$ cat src/rtl/spike_rate_monitor.sv
// Spike rate monitor: measures the interval between rising edges of an upstream spike flag,
// keeps a 4-deep running mean, and flags fast, slow and lost spike trains.
module spike_rate_monitor #(
  parameter int CNT_W   = 16,
  parameter int HI_THR  = 50,
  parameter int LO_THR  = 400,
  parameter int TIMEOUT = 1000
) (
  input  logic             clk,
  input  logic             reset,
  input  logic             spike,
  output logic [CNT_W-1:0] isi,
  output logic             isi_valid,
  output logic [CNT_W-1:0] avg_isi,
  output logic             avg_valid,
  output logic [CNT_W-1:0] beat_count,
  output logic             rate_hi,
  output logic             rate_lo,
  output logic             timeout
);

  typedef enum logic [1:0] {
    IDLE  = 2'd0,
    ARMED = 2'd1,
    LOST  = 2'd2
  } state_t;

  localparam logic [CNT_W-1:0] CNT_MAX   = {CNT_W{1'b1}};
  localparam logic [CNT_W-1:0] HI_LIMIT  = CNT_W'(HI_THR);
  localparam logic [CNT_W-1:0] LO_LIMIT  = CNT_W'(LO_THR);
  localparam logic [CNT_W-1:0] TO_LIMIT  = CNT_W'(TIMEOUT);
  localparam logic [CNT_W-1:0] CNT_ONE   = CNT_W'(1);
  localparam int               SUM_W     = CNT_W + 2;

  state_t           state_reg;
  logic [CNT_W-1:0] cnt_reg;
  logic             spike_prev_reg;
  logic [CNT_W-1:0] isi_reg;
  logic             isi_valid_reg;
  logic [CNT_W-1:0] avg_isi_reg;
  logic             avg_valid_reg;
  logic [CNT_W-1:0] beat_count_reg;
  logic             rate_hi_reg;
  logic             rate_lo_reg;
  logic             timeout_reg;
  logic [2:0]       fill_reg;
  logic [CNT_W-1:0] buf_reg  [0:3];

  logic             spike_event;
  logic             load_isi;
  logic             flush;
  logic [CNT_W-1:0] buf_next [0:3];
  logic [2:0]       fill_next;
  logic [SUM_W-1:0] sum_next;

  assign spike_event = spike && !spike_prev_reg;
  // A new interval is only produced from ARMED; recovery from LOST restarts the average.
  assign load_isi    = (state_reg == ARMED) && spike_event;
  assign flush       = (state_reg == LOST) && spike_event;

  always_comb begin
    buf_next[0] = buf_reg[0];
    if (flush) begin
      buf_next[0] = '0;
    end else if (load_isi) begin
      buf_next[0] = cnt_reg;
    end
  end

  genvar gi;
  generate
    for (gi = 1; gi < 4; gi++) begin : g_shift
      always_comb begin
        buf_next[gi] = buf_reg[gi];
        if (flush) begin
          buf_next[gi] = '0;
        end else if (load_isi) begin
          buf_next[gi] = buf_reg[gi-1];
        end
      end
    end
  endgenerate

  always_comb begin
    fill_next = fill_reg;
    if (flush) begin
      fill_next = 3'd0;
    end else if (load_isi && (fill_reg != 3'd4)) begin
      fill_next = fill_reg + 3'd1;
    end
  end

  always_comb begin
    sum_next = '0;
    for (int i = 0; i < 4; i++) begin
      sum_next = sum_next + SUM_W'(buf_next[i]);
    end
  end

  generate
    for (gi = 0; gi < 4; gi++) begin : g_buf
      always_ff @(posedge clk) begin
        if (reset) begin
          buf_reg[gi] <= '0;
        end else begin
          buf_reg[gi] <= buf_next[gi];
        end
      end
    end
  endgenerate

  always_ff @(posedge clk) begin
    if (reset) begin
      state_reg      <= IDLE;
      cnt_reg        <= '0;
      spike_prev_reg <= 1'b0;
      isi_reg        <= '0;
      isi_valid_reg  <= 1'b0;
      avg_isi_reg    <= '0;
      avg_valid_reg  <= 1'b0;
      beat_count_reg <= '0;
      rate_hi_reg    <= 1'b0;
      rate_lo_reg    <= 1'b0;
      timeout_reg    <= 1'b0;
      fill_reg       <= 3'd0;
    end else begin
      spike_prev_reg <= spike;
      isi_valid_reg  <= 1'b0;
      fill_reg       <= fill_next;

      if (spike_event && (beat_count_reg != CNT_MAX)) begin
        beat_count_reg <= beat_count_reg + CNT_ONE;
      end

      case (state_reg)
        IDLE: begin
          if (spike_event) begin
            state_reg <= ARMED;
            cnt_reg   <= CNT_ONE;
          end
        end

        ARMED: begin
          if (spike_event) begin
            cnt_reg       <= CNT_ONE;
            isi_reg       <= cnt_reg;
            isi_valid_reg <= 1'b1;
            rate_hi_reg   <= (cnt_reg < HI_LIMIT);
            rate_lo_reg   <= (cnt_reg > LO_LIMIT);
            avg_isi_reg   <= sum_next[SUM_W-1:2];
            avg_valid_reg <= (fill_next == 3'd4);
          end else if (cnt_reg >= TO_LIMIT) begin
            state_reg   <= LOST;
            timeout_reg <= 1'b1;
            rate_lo_reg <= 1'b1;
          end else if (cnt_reg != CNT_MAX) begin
            cnt_reg <= cnt_reg + CNT_ONE;
          end
        end

        LOST: begin
          if (spike_event) begin
            state_reg     <= ARMED;
            cnt_reg       <= CNT_ONE;
            timeout_reg   <= 1'b0;
            avg_isi_reg   <= '0;
            avg_valid_reg <= 1'b0;
          end
        end

        default: begin
          state_reg <= IDLE;
          cnt_reg   <= '0;
        end
      endcase
    end
  end

  assign isi        = isi_reg;
  assign isi_valid  = isi_valid_reg;
  assign avg_isi    = avg_isi_reg;
  assign avg_valid  = avg_valid_reg;
  assign beat_count = beat_count_reg;
  assign rate_hi    = rate_hi_reg;
  assign rate_lo    = rate_lo_reg;
  assign timeout    = timeout_reg;

endmodule

$ cat config.mk
export PLATFORM = sky130hd
export DESIGN_NAME = spike_rate_monitor
export DESIGN_NICKNAME = d
export VERILOG_FILES = /design/src/rtl/spike_rate_monitor.sv
export SDC_FILE = /design/constraint.sdc
export NUM_CORES = 1
export LEC_CHECK = 0
export BUFFER_PORTS_ARGS = -buffer_cell sky130_fd_sc_hd__buf_4
export CORE_ASPECT_RATIO = 1.4
export CORE_UTILIZATION = 42
export DETAILED_ROUTE_END_ITERATION = 10
export PLACE_DENSITY_LB_ADDON = 0.15
export RECOVER_POWER = 25
export SLEW_MARGIN = 20
export SYNTH_ARGS = -nofsm -noshare
export SYNTH_HDL_FRONTEND = slang
export SYNTH_SLANG_ARGS = --single-unit
$ cat constraint.sdc
create_clock -name clk -period 4.3 [get_ports clk]
set_input_delay 0.645 -clock clk [delete_from_list [all_inputs] [get_ports clk]]
set_output_delay 0.645 -clock clk [all_outputs]
set_load 0.02 [all_outputs]
* Word level (Yosys, flattened, before mapping)
Memories as Yosys holds them, arrays and structs flattened.
Cells that the tools add are included.
** Storage, ports and cells
- Word-level logic and storage cells :: 94
- Output and inout bits :: 53
- Memories kept :: 1
- Register bits after elaboration :: 75
- Input port bits :: 3
- RAM bits :: 64
** Memory list
- buf_reg :: depth 4, bits a word 16, rd ports 4, clocked after Yosys merged registers in 0, wr ports 4, RTL line 47 : logic [CNT_W-1:0] buf_reg [0:3];
** Cells by class
- $add $sub $neg :: 6
- Magnitude comparators :: 3
- Reduce and logical (&&, ||, !) cells :: 17
- Eq/ne operators :: 13
- Mux-type cells :: 37
- Bitwise operators :: 5
** Operators by type and width (number)
- 2-to-1 mux 16 bit :: 18
- one-hot mux 16 bit (2 select lines) :: 2
- adder 16 x 1 -> 16 bit, second input constant :: 2
- inequality test 16 bit, second input constant :: 2
- adder 17 x 16 -> 18 bit :: 1
- adder 18 x 16 -> 18 bit :: 1
- adder 16 x 16 -> 17 bit :: 1
- >= comparator 16 x 10 -> 1 bit, second input constant :: 1
- greater-than comparator 16 x 9 -> 1 bit, second input constant :: 1
- less-than comparator 16 x 6 -> 1 bit, second input constant :: 1
- 2-to-1 mux 1 bit :: 9
- AND reduction 3 bit :: 3
- 2-to-1 mux 2 bit :: 3
- 2-to-1 mux 3 bit :: 2
- inequality test 2 bit, second input constant :: 3
- inequality test 3 bit, second input constant :: 2
- logical AND 1 bit :: 5
- inequality test 2 x 1 -> 1 bit, second input constant :: 2
- OR 1 bit :: 4
- one-hot mux 1 bit (2 select lines) :: 2
- one-hot mux 2 bit (2 select lines) :: 1
- AND reduction 2 bit :: 2
- AND reduction 4 bit :: 1
- nonzero test 2 bit :: 2
- 9 further kinds :: 10

* Longest topological paths before layout
- Word-level depth :: 10
- Gate-level depth with buffers :: 19
- Mapped depth without buffers :: 16

* Worst setup path before layout
No wires, ideal clock.
- Path kind :: input port to flip-flop
- Start :: in spike
- End :: reg avg_isi_reg[13], in the netlist avg_isi[13]
- Data required time :: 4183 ps
- Path slack :: -187 ps
- Setup time :: 117 ps
- Stages on the path :: 17
- Path buffers :: 3
- Arrival time :: 4370 ps
- Cell sequence :: and4bb_1 -> clkbuf_2 -> clkbuf_1 -> clkbuf_1 -> a21oi_1 -> fa_1 -> inv_1 -> fa_1 -> inv_1 -> fa_1 -> a21oi_1 -> o211ai_1 -> nand2_1 -> o211ai_1 -> a221oi_1 -> xnor2_1 -> a22o_1
** RTL lines
- start, declared :: RTL line 11 : input logic spike,
- end signal, assigned :: RTL line 150 : avg_isi_reg <= sum_next[SUM_W-1:2];
- end, declared :: RTL line 40 : logic [CNT_W-1:0] avg_isi_reg;

==> metrics.md <==
| Metric | Value |
|---|---|
| Worst min-delay path class | `register to register` |
| Die height | `156.0 µm` |
| WP buf/inv | `4` |
| Worst setup SP type | `register` |
| Worst reg-to-reg path cell count | `17` |
| CTS root buffer | `clkbuf_16` |
| Pwr Total | `2.865 mW` |
| Setup CP Type | `register to register` |
| Full die area | `17470 µm²` |
| Pre-CTS setup slack | `-219.6 ps` |
| # fillers | `1543` |
| # clock sinks | `139` |
| Sequential share of power | `0.455` |
| Total gr overflow | `0` |
| Failing checks | `design-rule violations` |
| Net Count, Synth | `911` |
| Comb power frac | `0.043` |
| Largest stage delay on the critical path | `530 ps` |
| Hold Path Cell Cnt | `2` |
| First-pass GRT wire length | `28480 µm` |
| P_leak | `3.789 nW` |
| Fin area | `9004 µm²` |
| Crit path max-delay family | `adder cells` |
| Final nets | `1022` |
| Synth cell types | `57` |
| Synth Warn # | `0` |
| Post-route antenna net violation count | `0` |
| Via density | `5.074` |
| CTS tree | `yes` |
| Worst path required time | `4620 ps` |
| DR vias | `5987` |
| Port bufs | `55` |
| Worst-Skew Late Latency | `420 ps` |
| Min Clock Period, post-route | `4115 ps` |
| Worst-path fanout max | `11` |
| Clock power share | `0.503` |
| Status | `finished, violations left` |
| R2R setup slack | `190 ps` |
| Worst Max-Slew Pin Slew | `892.5 ps` |
| Diode count | `0` |
| Remaining DRCs | `4` |
| Crit path arrival time | `4430 ps` |
| Die X | `112.0 µm` |
| Fmax | `243.0 MHz` |
| Synthesis-to-layout area growth | `26.56%` |
| Iter 0 DRT Violations | `237` |
| Post-cts hold buffer count | `0` |
| Max Cap Viol | `0` |
| Starting Density | `0.4344` |
| Initial antenna violation count | `0` |
| Worst Hold Margin | `455.0 ps` |
| Worst path depth | `17` |
| Vias in the first global route | `5914` |
| Average wire per standard cell | `14.66 µm` |
| Seq/Total Area, Yosys | `0.3911` |
| Internal Power | `2.184 mW` |
| I/O Pins | `56` |
| H-Tree Depth | `4` |
| Net Sw Frac | `0.2376` |
| TritonCTS buffer count | `17` |
| All-layer global routing usage | `0.2078` |
| CTS Buffer Depth | `2` |
| Asr flop ratio synth | `0` |
| Slowest-stage cell, CP | `fa_1` |
| Pwr Density | `318.2 nW/µm²` |
| Final hold vios | `0` |
| Max-slew violations | `0` |
| Mean Syn Cell Area | `8.301 µm²` |
| Final worst slack | `185.2 ps` |
| Row count | `55` |
| Largest register FFs | `64` |
| RSZ-0062 raised after global routing | `true` |
| Critical path, cell by cell | `buf_4 > nand4bb_4 > buf_4 > nand2_1 > a21oi_2 > fa_1 > inv_1 > fa_1 > inv_2 > ha_1 > nand3_1 > or4_4 > o211ai_4 > a21bo_1 > a311oi_2 > xnor2_1 > a22o_1` |
| Switching pwr | `0.6807 mW` |
| Synth Cell Area | `7114 µm²` |
| RePlAce Congestion | `0.8071` |
| CTS clk-pin slew, worst paths | `60 ps` |
| Final setup violation count | `0` |
| CP endpoint kind | `register` |
| Post-DP HPWL | `12430 µm` |
| Core Area | `16380 µm²` |
| Worst Skew | `5.332 ps` |
| Worst IR Drop VDD | `214.0 µV` |
| Total Neg Setup Slack | `0 ps` |
| Placed inst area | `8295 µm²` |
| Pre-antenna DRT Iters | `7` |
| Number of enable flip-flop cells after synthesis | `0` |
| Share of cells above drive strength 1 | `0.2171` |
| Period utilization | `0.9569` |
| Top FF cell, synth | `dfxtp_1` |
| Cells after synthesis | `857` |
| Number of synthesized register bits | `139` |
| Max transition margin | `0.4050` |
| Largest net degree at the start of global routing | `75` |
| WL final | `17300 µm` |
area by class of cell:
cell class	count	area (µm²)	share of cell area
timing repair buffer	139	1131	0.1256
tap	199	249.0	0.02765
clock buffer	20	466.7	0.05183
sequential	139	2783	0.3091
clock inverter	12	112.6	0.01251
multi-input combinational	606	4018	0.4462
inverter	65	244.0	0.02710
power groups by stage:
| stage | Clock, mW | Combinational, mW | Sequential [mW] |
|---|---|---|---|
| floorplan | 0 | 0.0727 | 1.33 |
| global placement | 0 | 0.117 | 1.33 |
| detailed placement | 0 | 0.117 | 1.33 |
| CTS | 1.47 | 0.118 | 1.30 |
| global route | 1.52 | 0.134 | 1.30 |
| finish | 1.44 | 0.122 | 1.30 |
worst min-delay path: stages, from the launching register on:
cell     delay (ps)
dfxtp_1         310
nand2_1          50
a21oi_1          50
synthesized netlist by cell type (4+ instances only):
library cell | number | area share
dfxtp_1 | 139 | 0.39
inv_1 | 65 | 0.034
a21oi_1 | 89 | 0.063
or2_2 | 13 | 0.011
nor2_1 | 74 | 0.039
a22oi_1 | 5 | 0.0053
a21boi_0 | 14 | 0.015
nand2b_1 | 4 | 0.0035
xor2_1 | 15 | 0.018
buf_1 | 4 | 0.0021
nand2_1 | 154 | 0.081
nor2b_1 | 52 | 0.046
fa_1 | 32 | 0.090
and3_1 | 6 | 0.0053
ha_1 | 19 | 0.033
nor3_1 | 12 | 0.0084
xnor2_1 | 18 | 0.022
o21ai_0 | 10 | 0.0070
nand3_1 | 19 | 0.013
nor4_1 | 5 | 0.0044
a21o_1 | 6 | 0.0063
a22o_1 | 8 | 0.0098
clkbuf_1 | 38 | 0.020
layout by cell type (no fill, tap or decap), drive strengths merged, types with 2 or more instances in the layout:
master,count
fa,32
and4,3
o41ai,3
clkinvlp,2
or4,2
ha,19
a21oi,89
o21bai,3
xnor2,18
nand2,154
and3,6
nor3,12
a21o,6
nor2,74
a21boi,14
a221oi,3
a211oi,2
nand2b,4
nand3,19
dfxtp,139
a22oi,5
nor3b,3
nor2b,52
mux2i,4
nand4,3
or2,13
nor4,5
buf,138
o21ai,11
clkbuf,21
clkinv,5
and2,3
xor2,15
inv,69
o211ai,3
a22o,8
o31ai,2
per-stage QoR:
step,util,instances
finish,0.5497,1180
floorplan,-,857
global route,0.5497,1180
global placement,0.5065,1140
detailed placement,0.5065,1140
CTS,0.5419,1172
path summary, 6_finish.rpt:
| check | startpoint | end |
|---|---|---|
| worst min-delay path | isi[15] | isi[15] |
| worst min register to register | isi[15] | isi[15] |
| worst max-delay path | state_reg[1] | avg_isi[12] |
| worst max register to register | state_reg[1] | avg_isi[12] |
what timing repair did:
action                                  4_1_cts  5_1_grt
buffers inserted                              0        6
endpoints found under the setup margin        0        8
gates resized for setup                       0       14
cell families (layout without fill, tap and decap cells):
logic type | count (synthesis) | count (layout) | share of synthesized area
XOR/XNOR | 33 | 33 | 0.04063
flip-flops | 139 | 139 | 0.3911
buffers and inverters | 113 | 236 | 0.06243
AO/OA/AOI/OAI | 159 | 159 | 0.1386
multiplexers | 4 | 4 | 0.007387
AND/OR/NAND/NOR | 358 | 359 | 0.2364
adder cells (fa/ha/maj) | 51 | 51 | 0.1235
per-layer routing:
metal	track usage	share of wire	vias to the layer above
li1	-	-	3025
met1	0.2403	0.44	2851
met2	0.3795	0.51	93
met3	0.03497	0.032	18
met4	0.08254	0.017	0
met5	0	0	-
(Power assumes the default switching activity.)
